File: src/rtl/cmp_result_monitor_if.sv
// Sample/result bundle between a comparator-result source and cmp_result_monitor.
// The source drives the qualified comparator flags and soft clear; the monitor returns its tallies and streak status.
interface cmp_result_monitor_if #(
    parameter int CNT_W = 8
);
    logic             in_valid;
    logic             agb;
    logic             alb;
    logic             aeb;
    logic             clr;
    logic [CNT_W-1:0] gt_cnt;
    logic [CNT_W-1:0] lt_cnt;
    logic [CNT_W-1:0] eq_cnt;
    logic [1:0]       last_code;
    logic             sample_done;
    logic [3:0]       run_len;
    logic             match_lock;
    logic             lock_lost;
    logic [CNT_W-1:0] err_cnt;
    logic             err_sticky;

    modport master (
        output in_valid, agb, alb, aeb, clr,
        input  gt_cnt, lt_cnt, eq_cnt, last_code, sample_done,
        input  run_len, match_lock, lock_lost, err_cnt, err_sticky
    );

    modport slave (
        input  in_valid, agb, alb, aeb, clr,
        output gt_cnt, lt_cnt, eq_cnt, last_code, sample_done,
        output run_len, match_lock, lock_lost, err_cnt, err_sticky
    );
endinterface

File: src/rtl/cmp_result_monitor.sv
// Tallies one-hot comparator results, tracks runs of consecutive equal samples, and locks after STREAK_LEN of them.
// Define CMP_MON_ERR_CHECK_EN to count illegal flag combinations into err_cnt/err_sticky.
module cmp_result_monitor #(
    parameter int CNT_W      = 8,
    parameter int STREAK_LEN = 4
) (
    input logic                 clk,
    input logic                 reset,
    cmp_result_monitor_if.slave bus
);

    typedef enum logic [1:0] {IDLE, TRACK, LOCK} state_t;

    localparam logic [3:0]       STREAK  = 4'(STREAK_LEN);
    localparam logic [CNT_W-1:0] CNT_MAX = '1;

    state_t     state;
    state_t     state_nxt;
    logic       accept;
    logic       legal;
    logic       is_eq;
    logic [3:0] run_inc;
    logic [3:0] run_nxt;
    logic       lost_nxt;

    // Odd parity minus the all-ones case leaves exactly the one-hot patterns.
    assign accept  = bus.in_valid & ~bus.clr;
    assign legal   = (bus.agb ^ bus.alb ^ bus.aeb) & ~(bus.agb & bus.alb & bus.aeb);
    assign is_eq   = legal & bus.aeb;
    assign run_inc = (bus.run_len == 4'hF) ? 4'hF : bus.run_len + 4'd1;

    always_ff @(posedge clk) begin
        if (reset) state <= IDLE;
        else       state <= state_nxt;
    end

    always_comb begin
        state_nxt = state;
        if (bus.clr) begin
            state_nxt = IDLE;
        end else if (bus.in_valid) begin
            case (state)
                IDLE:    if (is_eq) state_nxt = (STREAK == 4'd1) ? LOCK : TRACK;
                TRACK:   if (!is_eq) state_nxt = IDLE;
                         else if (run_inc >= STREAK) state_nxt = LOCK;
                LOCK:    if (!is_eq) state_nxt = IDLE;
                default: state_nxt = IDLE;
            endcase
        end
    end

    // Any non-eq sample (including illegal ones) breaks the run; losing it from LOCK is reported once.
    always_comb begin
        run_nxt  = bus.run_len;
        lost_nxt = 1'b0;
        if (bus.clr) begin
            run_nxt = '0;
        end else if (bus.in_valid) begin
            if (is_eq) begin
                run_nxt = (state == IDLE) ? 4'd1 : run_inc;
            end else begin
                run_nxt  = '0;
                lost_nxt = (state == LOCK);
            end
        end
    end

    assign bus.match_lock = (state == LOCK);

    always_ff @(posedge clk) begin
        if (reset) begin
            bus.gt_cnt      <= '0;
            bus.lt_cnt      <= '0;
            bus.eq_cnt      <= '0;
            bus.last_code   <= 2'b00;
            bus.sample_done <= 1'b0;
            bus.run_len     <= '0;
            bus.lock_lost   <= 1'b0;
        end else if (bus.clr) begin
            bus.gt_cnt      <= '0;
            bus.lt_cnt      <= '0;
            bus.eq_cnt      <= '0;
            bus.last_code   <= 2'b00;
            bus.sample_done <= 1'b0;
            bus.run_len     <= '0;
            bus.lock_lost   <= 1'b0;
        end else begin
            bus.sample_done <= accept;
            bus.run_len     <= run_nxt;
            bus.lock_lost   <= lost_nxt;
            if (accept && legal) begin
                if (bus.agb) begin
                    if (bus.gt_cnt != CNT_MAX) bus.gt_cnt <= bus.gt_cnt + 1'b1;
                    bus.last_code <= 2'b10;
                end else if (bus.alb) begin
                    if (bus.lt_cnt != CNT_MAX) bus.lt_cnt <= bus.lt_cnt + 1'b1;
                    bus.last_code <= 2'b01;
                end else begin
                    if (bus.eq_cnt != CNT_MAX) bus.eq_cnt <= bus.eq_cnt + 1'b1;
                    bus.last_code <= 2'b11;
                end
            end
        end
    end

`ifdef CMP_MON_ERR_CHECK_EN
    // Soft clear zeroes the error tally but the sticky flag survives until a hard reset.
    always_ff @(posedge clk) begin
        if (reset) begin
            bus.err_cnt    <= '0;
            bus.err_sticky <= 1'b0;
        end else if (bus.clr) begin
            bus.err_cnt    <= '0;
        end else if (accept && !legal) begin
            if (bus.err_cnt != CNT_MAX) bus.err_cnt <= bus.err_cnt + 1'b1;
            bus.err_sticky <= 1'b1;
        end
    end
`else
    assign bus.err_cnt    = '0;
    assign bus.err_sticky = 1'b0;
`endif

endmodule

File: src/flat_wrapper.sv
// flat-port wrapper written by rule: the top's interface ports become plain ports
module cmp_result_monitor_flat 
#(
    parameter int CNT_W      = 8,
    parameter int STREAK_LEN = 4
)
  (clk, reset, bus_in_valid, bus_agb, bus_alb, bus_aeb, bus_clr, bus_gt_cnt, bus_lt_cnt, bus_eq_cnt, bus_last_code, bus_sample_done, bus_run_len, bus_match_lock, bus_lock_lost, bus_err_cnt, bus_err_sticky);
  cmp_result_monitor_if #(.CNT_W(CNT_W)) bus_i ();
  input logic clk;
  input logic reset;
  input wire logic [$bits(bus_i.in_valid)-1:0] bus_in_valid;
  input wire logic [$bits(bus_i.agb)-1:0] bus_agb;
  input wire logic [$bits(bus_i.alb)-1:0] bus_alb;
  input wire logic [$bits(bus_i.aeb)-1:0] bus_aeb;
  input wire logic [$bits(bus_i.clr)-1:0] bus_clr;
  output wire logic [$bits(bus_i.gt_cnt)-1:0] bus_gt_cnt;
  output wire logic [$bits(bus_i.lt_cnt)-1:0] bus_lt_cnt;
  output wire logic [$bits(bus_i.eq_cnt)-1:0] bus_eq_cnt;
  output wire logic [$bits(bus_i.last_code)-1:0] bus_last_code;
  output wire logic [$bits(bus_i.sample_done)-1:0] bus_sample_done;
  output wire logic [$bits(bus_i.run_len)-1:0] bus_run_len;
  output wire logic [$bits(bus_i.match_lock)-1:0] bus_match_lock;
  output wire logic [$bits(bus_i.lock_lost)-1:0] bus_lock_lost;
  output wire logic [$bits(bus_i.err_cnt)-1:0] bus_err_cnt;
  output wire logic [$bits(bus_i.err_sticky)-1:0] bus_err_sticky;
  assign bus_i.in_valid = bus_in_valid;
  assign bus_i.agb = bus_agb;
  assign bus_i.alb = bus_alb;
  assign bus_i.aeb = bus_aeb;
  assign bus_i.clr = bus_clr;
  assign bus_gt_cnt = bus_i.gt_cnt;
  assign bus_lt_cnt = bus_i.lt_cnt;
  assign bus_eq_cnt = bus_i.eq_cnt;
  assign bus_last_code = bus_i.last_code;
  assign bus_sample_done = bus_i.sample_done;
  assign bus_run_len = bus_i.run_len;
  assign bus_match_lock = bus_i.match_lock;
  assign bus_lock_lost = bus_i.lock_lost;
  assign bus_err_cnt = bus_i.err_cnt;
  assign bus_err_sticky = bus_i.err_sticky;
  cmp_result_monitor #(.CNT_W(CNT_W), .STREAK_LEN(STREAK_LEN)) u_core (.clk(clk), .reset(reset), .bus(bus_i));
endmodule
File: config.mk
export PLATFORM = sky130hd
export DESIGN_NAME = cmp_result_monitor_flat
export DESIGN_NICKNAME = d
export VERILOG_FILES = /design/src/rtl/cmp_result_monitor_if.sv /design/src/rtl/cmp_result_monitor.sv /design/src/flat_wrapper.sv
export SDC_FILE = /design/constraint.sdc
export NUM_CORES = 1
export LEC_CHECK = 0
export CORE_ASPECT_RATIO = 1.2
export CORE_MARGIN = 2
export CORE_UTILIZATION = 52
export DETAILED_ROUTE_END_ITERATION = 8
export GPL_ROUTABILITY_DRIVEN = 0
export HOLD_SLACK_MARGIN = 0.08
export PLACE_DENSITY = 0.95
export SLEW_MARGIN = 10
export SYNTH_ARGS = -nofsm -noshare
export SYNTH_HDL_FRONTEND = slang
export SYNTH_SLANG_ARGS = --single-unit
File: constraint.sdc
create_clock -name clk -period 6.45 [get_ports clk]
set_input_delay 1.29 -clock clk [delete_from_list [all_inputs] [get_ports clk]]
set_output_delay 1.29 -clock clk [all_outputs]
set_load 0.1 [all_outputs]
; ---- Word level (Yosys, flattened, before mapping)
; Index checks and enable logic that the tools add are counted.
[op_classes]
n_eq_ne = 9
n_reduce_logical = 8
order_cmp = 1
muxes = 10
n_bitwise = 12
n_addsub = 4
[ops]
columns = op, count
row1 = 8-bit by 1-bit adder with 8-bit output (second input constant), 3
row2 = 8-bit != test (second input constant), 3
row3 = 2-bit two-way mux, 6
row4 = 4-bit two-way mux, 3
row5 = 4-bit AND reduction, 3
row6 = 2-bit case mux with 3 select lines, 1
row7 = 1-bit AND, 5
row8 = 1-bit NOT, 5
row9 = 4-bit by 1-bit adder with 4-bit output (second input constant), 1
row10 = 4-bit equality test (second input constant), 1
row11 = 4-bit by 3-bit >= comparator with 1-bit output (second input constant), 1
row12 = 4-bit OR reduction, 1
row13 = 3-bit != test (second input constant), 1
row14 = 3-bit AND reduction, 1
row15 = 2-bit by 1-bit equality test with 1-bit output (second input constant), 1
row16 = 2-bit equality test (second input constant), 1
row17 = 2-bit zero test, 1
row18 = 2-bit by 1-bit != test with 1-bit output (second input constant), 1
row19 = 2-bit != test (second input constant), 1
row20 = 2-bit OR reduction, 1
row21 = 1-bit bitwise XOR, 2
row22 = 1-bit logical AND, 1
[word_totals]
in_bits = 7
regBits = 34

; ---- Depth between registers and ports, before layout
; Gate-level depths: netlist of run 1.
[logic_depth]
depth_word = 7
mapped_depth = 8

; ---- Worst setup path after synthesis of run 1
; No wires, ideal clock.
[synth_path]
path_type = input-to-reg
start = in bus_agb
end = reg u_core.bus.lt_cnt[7]
setup_time_ns = 0.162
path_buffers = 2
required_time_ns = 6.288
path_stages = 8
t_arrival_ns = 3.006
path_slack_ns = 3.282
path_cell_list = inv_1 -> ha_1 -> or3b_1 -> buf_2 -> a211o_1 -> buf_2 -> o311ai_0 -> o41ai_1
[synth_between]
elab_chain_cells = 6
word_cells_on_any_way = 9
[synth_rtl]
columns = element, line_no
row1 = "start, declared", flat_wrapper.sv:12  ; input wire logic [$bits(bus_i.agb)-1:0] bus_agb;
row2 = 1-bit AND (2 in a row), cmp_result_monitor.sv:28  ; assign legal = (bus.agb ^ bus.alb ^ bus.aeb) & ~(bus.agb & bus.alb & bus.aeb);
row3 = 1-bit NOT, cmp_result_monitor.sv:28
row4 = 1-bit AND, cmp_result_monitor.sv:28
row5 = 1-bit logical AND, cmp_result_monitor.sv:91  ; if (accept && legal) begin
row6 = 4-bit AND reduction (no line) (*), n/a
row7 = "end signal, assigned", cmp_result_monitor.sv:96  ; if (bus.lt_cnt != CNT_MAX) bus.lt_cnt <= bus.lt_cnt + 1'b1;
row8 = "end, declared", cmp_result_monitor_if.sv:30  ; output gt_cnt, lt_cnt, eq_cnt, last_code, sample_done,
; Mark *: on every way between the ends. The rest lies on a longest branch, timed or not.
; A chain may end at the register's enable or synchronous reset.

; ---- Final worst setup path of run 1
[layout_path]
start = in bus_alb
end = reg u_core.bus.gt_cnt[5]
[layout_between]
elab_chain_cells = 6
word_cells_on_any_way = 8
[layout_rtl]
columns = element, line_no
row1 = "start, declared", flat_wrapper.sv:13  ; input wire logic [$bits(bus_i.alb)-1:0] bus_alb;
row2 = 1-bit AND (2 in a row), cmp_result_monitor.sv:28
row3 = 1-bit NOT, cmp_result_monitor.sv:28
row4 = 1-bit AND (*), cmp_result_monitor.sv:28
row5 = 1-bit logical AND (*), cmp_result_monitor.sv:91
row6 = 3-bit AND reduction (no line) (*), n/a
row7 = "end signal, assigned", cmp_result_monitor.sv:93  ; if (bus.gt_cnt != CNT_MAX) bus.gt_cnt <= bus.gt_cnt + 1'b1;
row8 = "end, declared", cmp_result_monitor_if.sv:30
; Marks and branches as above.

==> results.md, run 1 <==
* Cells along the critical path: clkdlybuf4s50_1, inv_1, ha_1, or3b_1, a211o_1, or4_1, a21oi_1
* # resized after CTS at 0
* Vias in the first global route at 1703
* Hold Path Class: reg -> reg
* Fillers at 257
* Multiplexer area fraction after synthesis at 1.084%
* HPWL after DPL at 2886 microns
* Setup ws final at 2.747 ns
* Share of layout cells above drive strength 1 at 4.314%
* Clock slew seen by the registers of the worst setup and hold paths at 0.07 ns
* Yosys warns at 0
* Total GRT Usage at 22.31%
* Main combinational cell family by area after synthesis: simple AND/OR/NAND/NOR gates
* Cells after Synth at 220
* GRT Residual Overflow at 0
* Slew at the pin with the worst max-slew slack at 1.100 ns
* Post-synthesis sequential area ratio at 36.86%
* Synthesized flop and latch total at 34
* Combinational share of power at 12.1%
* Post-synth EDFFs at 0
* Syn avg cell area at 8.394 sq um
* Layout net count at 269
* Die H at 69.28 microns
* CP Launch Type: input port
* Drt first pass iters at 4
* Cell family with most CP delay: simple AND/OR/NAND/NOR gates
* WP buf/inv at 2
* Post-DR wirelength/cell at 14.79 microns
* Setup WS pre-CTS at 2.494 ns
* Final hold violations at 0
* Count leader, synth: dfxtp_1
* Worst hold slack at 0.5019 ns
* Clock latency on the worst-skew pair at 0.30 ns
* Sequential power share at 49.1%
* Status: finished clean
* Post-route cell area at 2293 sq um
* First-pass GRT wire length at 7189 microns
* CP Capture Type: flop
* CTS tree: built
* Clock buffer depth at 2
* CP Class: in -> reg
* Area grow syn2layout at 24.19%
* Crit path DAT at 3.92 ns
* Die Span X at 58.40 microns
* CTS Root Cell: clkbuf_8
* Critical path peak fanout at 17
* Largest net degree at the start of global routing at 28
* Synth Area in XOR/XNOR at 0.4743%
* Area contributors post-synth: dfxtp_1 37%, ha_1 5.4%, a21oi_1 4.6%
* Clk pwr share at 38.7%
* Post-synth ARST share at 0%
* Primary FF master, synth: dfxtp_1
* DR vias/cell at 6.120
* Post-route minimum period at 3.703 ns
* Initial DRC count at 83
* Placed cell count at 284
* Power Density at 187.8 nW/um^2
* Setup Fix Bufs, Post-CTS at 0
* Area share of fa/ha/maj cells after synthesis at 5.420%
* Total Routed Length at 4320 microns
* Switching share of power at 28.87%
* I/O pin count at 49
* DIE AREA at 4046 sq um
* Post-Synth Simple-Gate Area at 25.07%
* Num CTS Buffers at 5
* Initial Util at 54.85%
* Area leader, netlist: dfxtp_1
* F_max at 270.0 MHz
* Max-slew headroom at 26.09%
* Detail Route Antenna Nets at 0
* Sink Count at 34
* # rows at 23
* Ant. Diodes at 0
* Fin. max-slew vios at 0
* Post-synth cell types at 43
* Internal Power at 0.0003063 W
* RSZ-0062 raised after global routing: false
* Max cap viols at 0
* Non-Filler Instances at 292
* Top-area cell type share of the netlist area at 36.86%
* P_sw at 0.0001243 W
* CP required at 6.67 ns
* Final period util at 57.41%
* Compound-Gate Fraction of Synth Area at 23.44%
* Worst clock skew at 0.007101 ns
* Htree depth at 2
* Synth cell count leaders: 34 x dfxtp_1, 17 x a21oi_1, 15 x nand2_1, 12 x o21ai_0, 10 x nand3_1
* Initial antenna violation count at 0
* Placed cell area at 2202 sq um
* Setup TNS at 0 ns
* P_leak at 0.7960 nW
* Core box area at 3367 sq um
* VDD IR max at 161.7 uV
* Port bufs at 39
* Hold-fix buffers at CTS at 0
* Slowest cell on crit path: or4_1
* Setup violators final at 0
* Critical Path Max Stage Delay at 0.56 ns
* Post-synthesis cell area at 1847 sq um
* # DRC at 0
* Vias at 1787
per-stage QoR:
stage                     util, %  power [W]
after floorplan                 -  0.0002635
after global placement      65.40  0.0002672
after detailed placement    65.40  0.0002680
after CTS                   68.12  0.0004316
after global routing        68.12  0.0004432
final                       68.12  0.0004306
layer usage:
layer	part of all wire, %	track usage [%]	up-vias
met2	52	38.20	46
met4	1.7	12.66	0
met5	0	0	-
met1	41	24.77	849
li1	-	-	885
met3	5.5	4.478	7
sequential cells by signal (all words and copies together), names as in the netlist:
| signal | count |
|---|---|
| u_core.bus.gt_cnt | 8 |
| u_core.state | 2 |
| u_core.bus.lt_cnt | 8 |
| u_core.bus.last_code | 2 |
| u_core.bus.sample_done | 1 |
| u_core.bus.lock_lost | 1 |
| u_core.bus.eq_cnt | 8 |
| u_core.bus.run_len | 4 |
final cells by class:
cell class / instances / area (sq um) / share of cell area, %
sequential: 34 / 680.7 / 29.68
clock buffer: 7 / 86.33 / 3.764
multi-input combinational: 167 / 1059 / 46.15
timing repair buffer: 39 / 390.4 / 17.02
tap: 37 / 46.29 / 2.019
clock inverter: 1 / 5.005 / 0.2182
inverter: 7 / 26.28 / 1.146
power groups by stage:
stage | Clock [W] | Combinational [W] | Sequential, W
2_1_floorplan | 0 | 0.0000409 | 0.000223
3_3_place_gp | 0 | 0.0000508 | 0.000216
3_5_place_dp | 0 | 0.0000516 | 0.000216
4_1_cts | 0.000168 | 0.0000521 | 0.000212
5_1_grt | 0.000176 | 0.0000554 | 0.000212
6_report | 0.000167 | 0.0000522 | 0.000212
final timing paths:
kind	slack (ns)	end	startpoint	depth (start not counted)
worst max-delay path	2.75	u_core.bus.gt_cnt[5]	bus_alb	7
worst max register to register	4.41	u_core.bus.lt_cnt[7]	u_core.bus.lt_cnt[1]	5
worst min-delay path	0.50	u_core.bus.lt_cnt[6]	u_core.bus.lt_cnt[6]	2
worst min register to register	0.50	u_core.bus.lt_cnt[6]	u_core.bus.lt_cnt[6]	2
kinds of logic (layout without fill, tap and decap cells):
logic type / after synthesis / count (layout)
AO/OA/AOI/OAI: 65 / 65
XOR/XNOR: 1 / 1
adder cells (fa/ha/maj): 8 / 8
buffers and inverters: 27 / 54
flip-flops: 34 / 34
multiplexers: 2 / 2
other: 1 / 9
AND/OR/NAND/NOR: 82 / 82
worst min-delay path: cells and delay by family, from the launching register on:
| family | cells | cell delay, ns |
|---|---|---|
| and+or+nand+nor | 1 | 0.06 |
| muxes | 1 | 0.05 |
| DFF | 1 | 0.34 |
placed cells by master (no fill, tap or decap), types with 2 or more instances in the layout:
cell type / count
o41ai_1: 4
clkbuf_8: 6
inv_1: 7
conb_1: 9
nand2_1: 15
a31oi_1: 2
and2_1: 3
and3_1: 6
mux2i_1: 2
o31ai_1: 9
a21oi_1: 17
nand3b_1: 2
nand4_1: 4
nand3_1: 10
or3_1: 6
o21ai_0: 12
dfxtp_1: 34
nor2b_1: 2
clkdlybuf4s50_1: 39
and4_1: 2
nor4_1: 2
nor3_1: 3
nand2b_1: 5
a211o_1: 2
o211ai_1: 6
or4_1: 8
ha_1: 8
a211oi_1: 3
or2_2: 3
o311ai_0: 4
nor2_1: 8
Power figures use the tool's default switching activity.
==> inputs of run 2 (changes only) <==
--- a/config.mk
+++ b/config.mk
@@ -7,11 +7,11 @@
 export LEC_CHECK = 0
 export CORE_ASPECT_RATIO = 1.2
 export CORE_MARGIN = 2
-export CORE_UTILIZATION = 52
+export CORE_UTILIZATION = 43
 export DETAILED_ROUTE_END_ITERATION = 8
 export GPL_ROUTABILITY_DRIVEN = 0
 export HOLD_SLACK_MARGIN = 0.08
-export PLACE_DENSITY = 0.95
+export PLACE_DENSITY = 0.86
 export SLEW_MARGIN = 10
 export SYNTH_ARGS = -nofsm -noshare
 export SYNTH_HDL_FRONTEND = slang
==> constraint.sdc (replaced) <==
create_clock -name clk -period 3.4 [get_ports clk]
set_input_delay 0.68 -clock clk [delete_from_list [all_inputs] [get_ports clk]]
set_output_delay 0.68 -clock clk [all_outputs]
set_load 0.1 [all_outputs]
==> results.md, run 2 (synthesized netlist as in run 1, its figures left out) <==
* Status: finished clean
* Die Span X at 63.83 microns (+9.3%)
* Htree depth at 2 (unchanged)
* Post-route minimum period at 2.934 ns
* F_max at 340.8 MHz
* Largest net degree at the start of global routing at 28 (unchanged)
* GRT Residual Overflow at 0 (unchanged)
* Total Routed Length at 3876 microns (-10%)
* Total GRT Usage at 16.03% (-6.3 points)
* Max-slew headroom at 24.49% (-1.6 points)
* Vias in the first global route at 1426 (-16%)
* CP required at 3.60 ns (-3.07 ns)
* Hold Path Class: reg -> reg
* Num CTS Buffers at 5 (unchanged)
* RSZ-0062 raised after global routing: false
* DR vias/cell at 5.530 (-9.6%)
* Clock latency on the worst-skew pair at 0.27 ns (-0.03 ns)
* Area grow syn2layout at 22.09%
* P_leak at 0.8589 nW (+7.9%)
* # resized after CTS at 0 (unchanged)
* Share of layout cells above drive strength 1 at 15.56% (+11 points)
* VDD IR max at 149.5 uV (-7.6%)
* Combinational share of power at 12.9% (+0.8 points)
* Ant. Diodes at 0 (unchanged)
* CTS Root Cell: clkbuf_8
* Non-Filler Instances at 313 (+7.2%)
* Detail Route Antenna Nets at 0 (unchanged)
* Setup TNS at 0 ns (unchanged)
* Clock slew seen by the registers of the worst setup and hold paths at 0.06 ns (about the same)
* Final hold violations at 0 (unchanged)
* First-pass GRT wire length at 6189 microns (-14%)
* Final period util at 86.29%
* Crit path DAT at 3.14 ns (-0.78 ns)
* Layout net count at 272 (+1.1%)
* Initial Util at 44.01% (-11 points)
* Die H at 75.79 microns (+9.4%)
* Worst clock skew at 0.002900 ns (-0.004201 ns)
* Clock buffer depth at 2 (unchanged)
* P_sw at 0.0002135 W (+72%)
* CP Capture Type: flop
* Sequential power share at 51.9% (+2.8 points)
* Vias at 1731 (-3.1%)
* Most common cell after layout, fill and taps aside: dfxtp_1
* Switching share of power at 27.58% (-1.3 points)
* Initial DRC count at 64 (-23%)
* Slew at the pin with the worst max-slew slack at 1.124 ns (+0.02394 ns)
* I/O pin count at 49 (unchanged)
* Power Density at 343.3 nW/um^2 (+83%)
* Hold-fix buffers at CTS at 0 (unchanged)
* DIE AREA at 4837 sq um (+20%)
* Critical path peak fanout at 17 (unchanged)
* Initial antenna violation count at 0 (unchanged)
* CTS tree: built
* Port bufs at 39 (unchanged)
* Top flop regs: u_core.bus.eq_cnt (8), u_core.bus.gt_cnt (8), u_core.bus.lt_cnt (8)
* Max cap viols at 0 (unchanged)
* Internal Power at 0.0005605 W (+83%)
* Most frequent cells in the layout: 34 x dfxtp_1, 31 x buf_4, 17 x a21oi_1, 15 x nand2_1, 12 x o21ai_0
* Core box area at 4197 sq um (+25%)
* R2R depth at 5 (unchanged)
* Placed cell count at 306 (+7.7%)
* Hold path depth at 2 (unchanged)
* CP Class: in -> reg
* Sink Count at 34 (unchanged)
* Drt first pass iters at 4 (unchanged)
* Setup violators final at 0 (unchanged)
* # rows at 26 (+13%)
* Setup Fix Bufs, Post-CTS at 0 (unchanged)
* Clk pwr share at 35.2% (-3.5 points)
* HPWL after DPL at 2727 microns (-5.5%)
* Fin. max-slew vios at 0 (unchanged)
* CP Launch Type: input port
* Post-DR wirelength/cell at 12.38 microns (-16%)
* # DRC at 0 (unchanged)
==> run 2: changes by cell type in the layout (fill, tap and decap cells not counted) <==
cell             delta
clkbuf_8            -1
clkbuf_1            +1
clkdlybuf4s50_1    -28
clkinv_2            -1
buf_4              +31
==> run 2: critical path: stages <==
cell and delay (ns):
clkdlybuf4s50_1 0.53, inv_1 0.06, ha_1 0.31, or3b_1 0.40, a211o_1 0.45, or4_1 0.55, a21oi_1 0.14
==> run 2: power by group through the flow <==
| stage | logic (W) | clock network (W) | registers [W] |
|---|---|---|---|
| after global routing | 0.000107 | 0.000300 | 0.000402 |
| after detailed placement | 0.000100 | 0 | 0.000410 |
| final | 0.000100 | 0.000272 | 0.000402 |
| after floorplan | 0.0000776 | 0 | 0.000422 |
| after global placement | 0.0000992 | 0 | 0.000411 |
| after CTS | 0.000100 | 0.000284 | 0.000401 |
==> run 2: per-stage QoR <==
step	cell area, sq um	setup WS (ns)	util, %	total power (W)	hold WS [ns]
finish	2255	0.4661	53.73	0.0007741	0.4970
global route	2255	0.2947	53.73	0.0008081	0.5323
CTS	2255	0.4745	53.73	0.0007857	0.4986
detailed placement	2178	0.1852	51.91	0.0005105	0.4873
global placement	2178	0.2374	51.91	0.0005098	0.4819
floorplan	1877	0.8418	-	0.0004998	0.4870
==> run 2: final timing paths <==
kind | start | endpoint | slack [ns]
worst max-delay path | bus_alb | u_core.bus.gt_cnt[5] | 0.47
worst min-delay path | u_core.bus.lt_cnt[5] | u_core.bus.lt_cnt[5] | 0.50
worst max register to register | u_core.bus.lt_cnt[0] | u_core.bus.lt_cnt[7] | 1.35
worst min register to register | u_core.bus.lt_cnt[5] | u_core.bus.lt_cnt[5] | 0.50
==> run 2: area by class of cell <==
type                            instances  area, sq um
Clock buffer                            7        76.32
Fill cell                             385         1942
Inverter                                7        26.28
Multi-Input combinational cell        167         1059
Sequential cell                        34        680.7
Tap cell                               56        70.07
Timing Repair Buffer                   42        342.8
==> run 2: routing by layer <==
| layer | vias up | GRT usage [%] | wire length, microns | share of wire (%) |
|---|---|---|---|---|
| li1 | 888 | - | - | - |
| met1 | 796 | 19.91 | 1761 | 45 |
| met2 | 45 | 27.55 | 1939 | 50 |
| met3 | 2 | 3.840 | 160 | 4.1 |
| met4 | 0 | 5.314 | 14 | 0.36 |
| met5 | - | 0 | 0 | 0 |
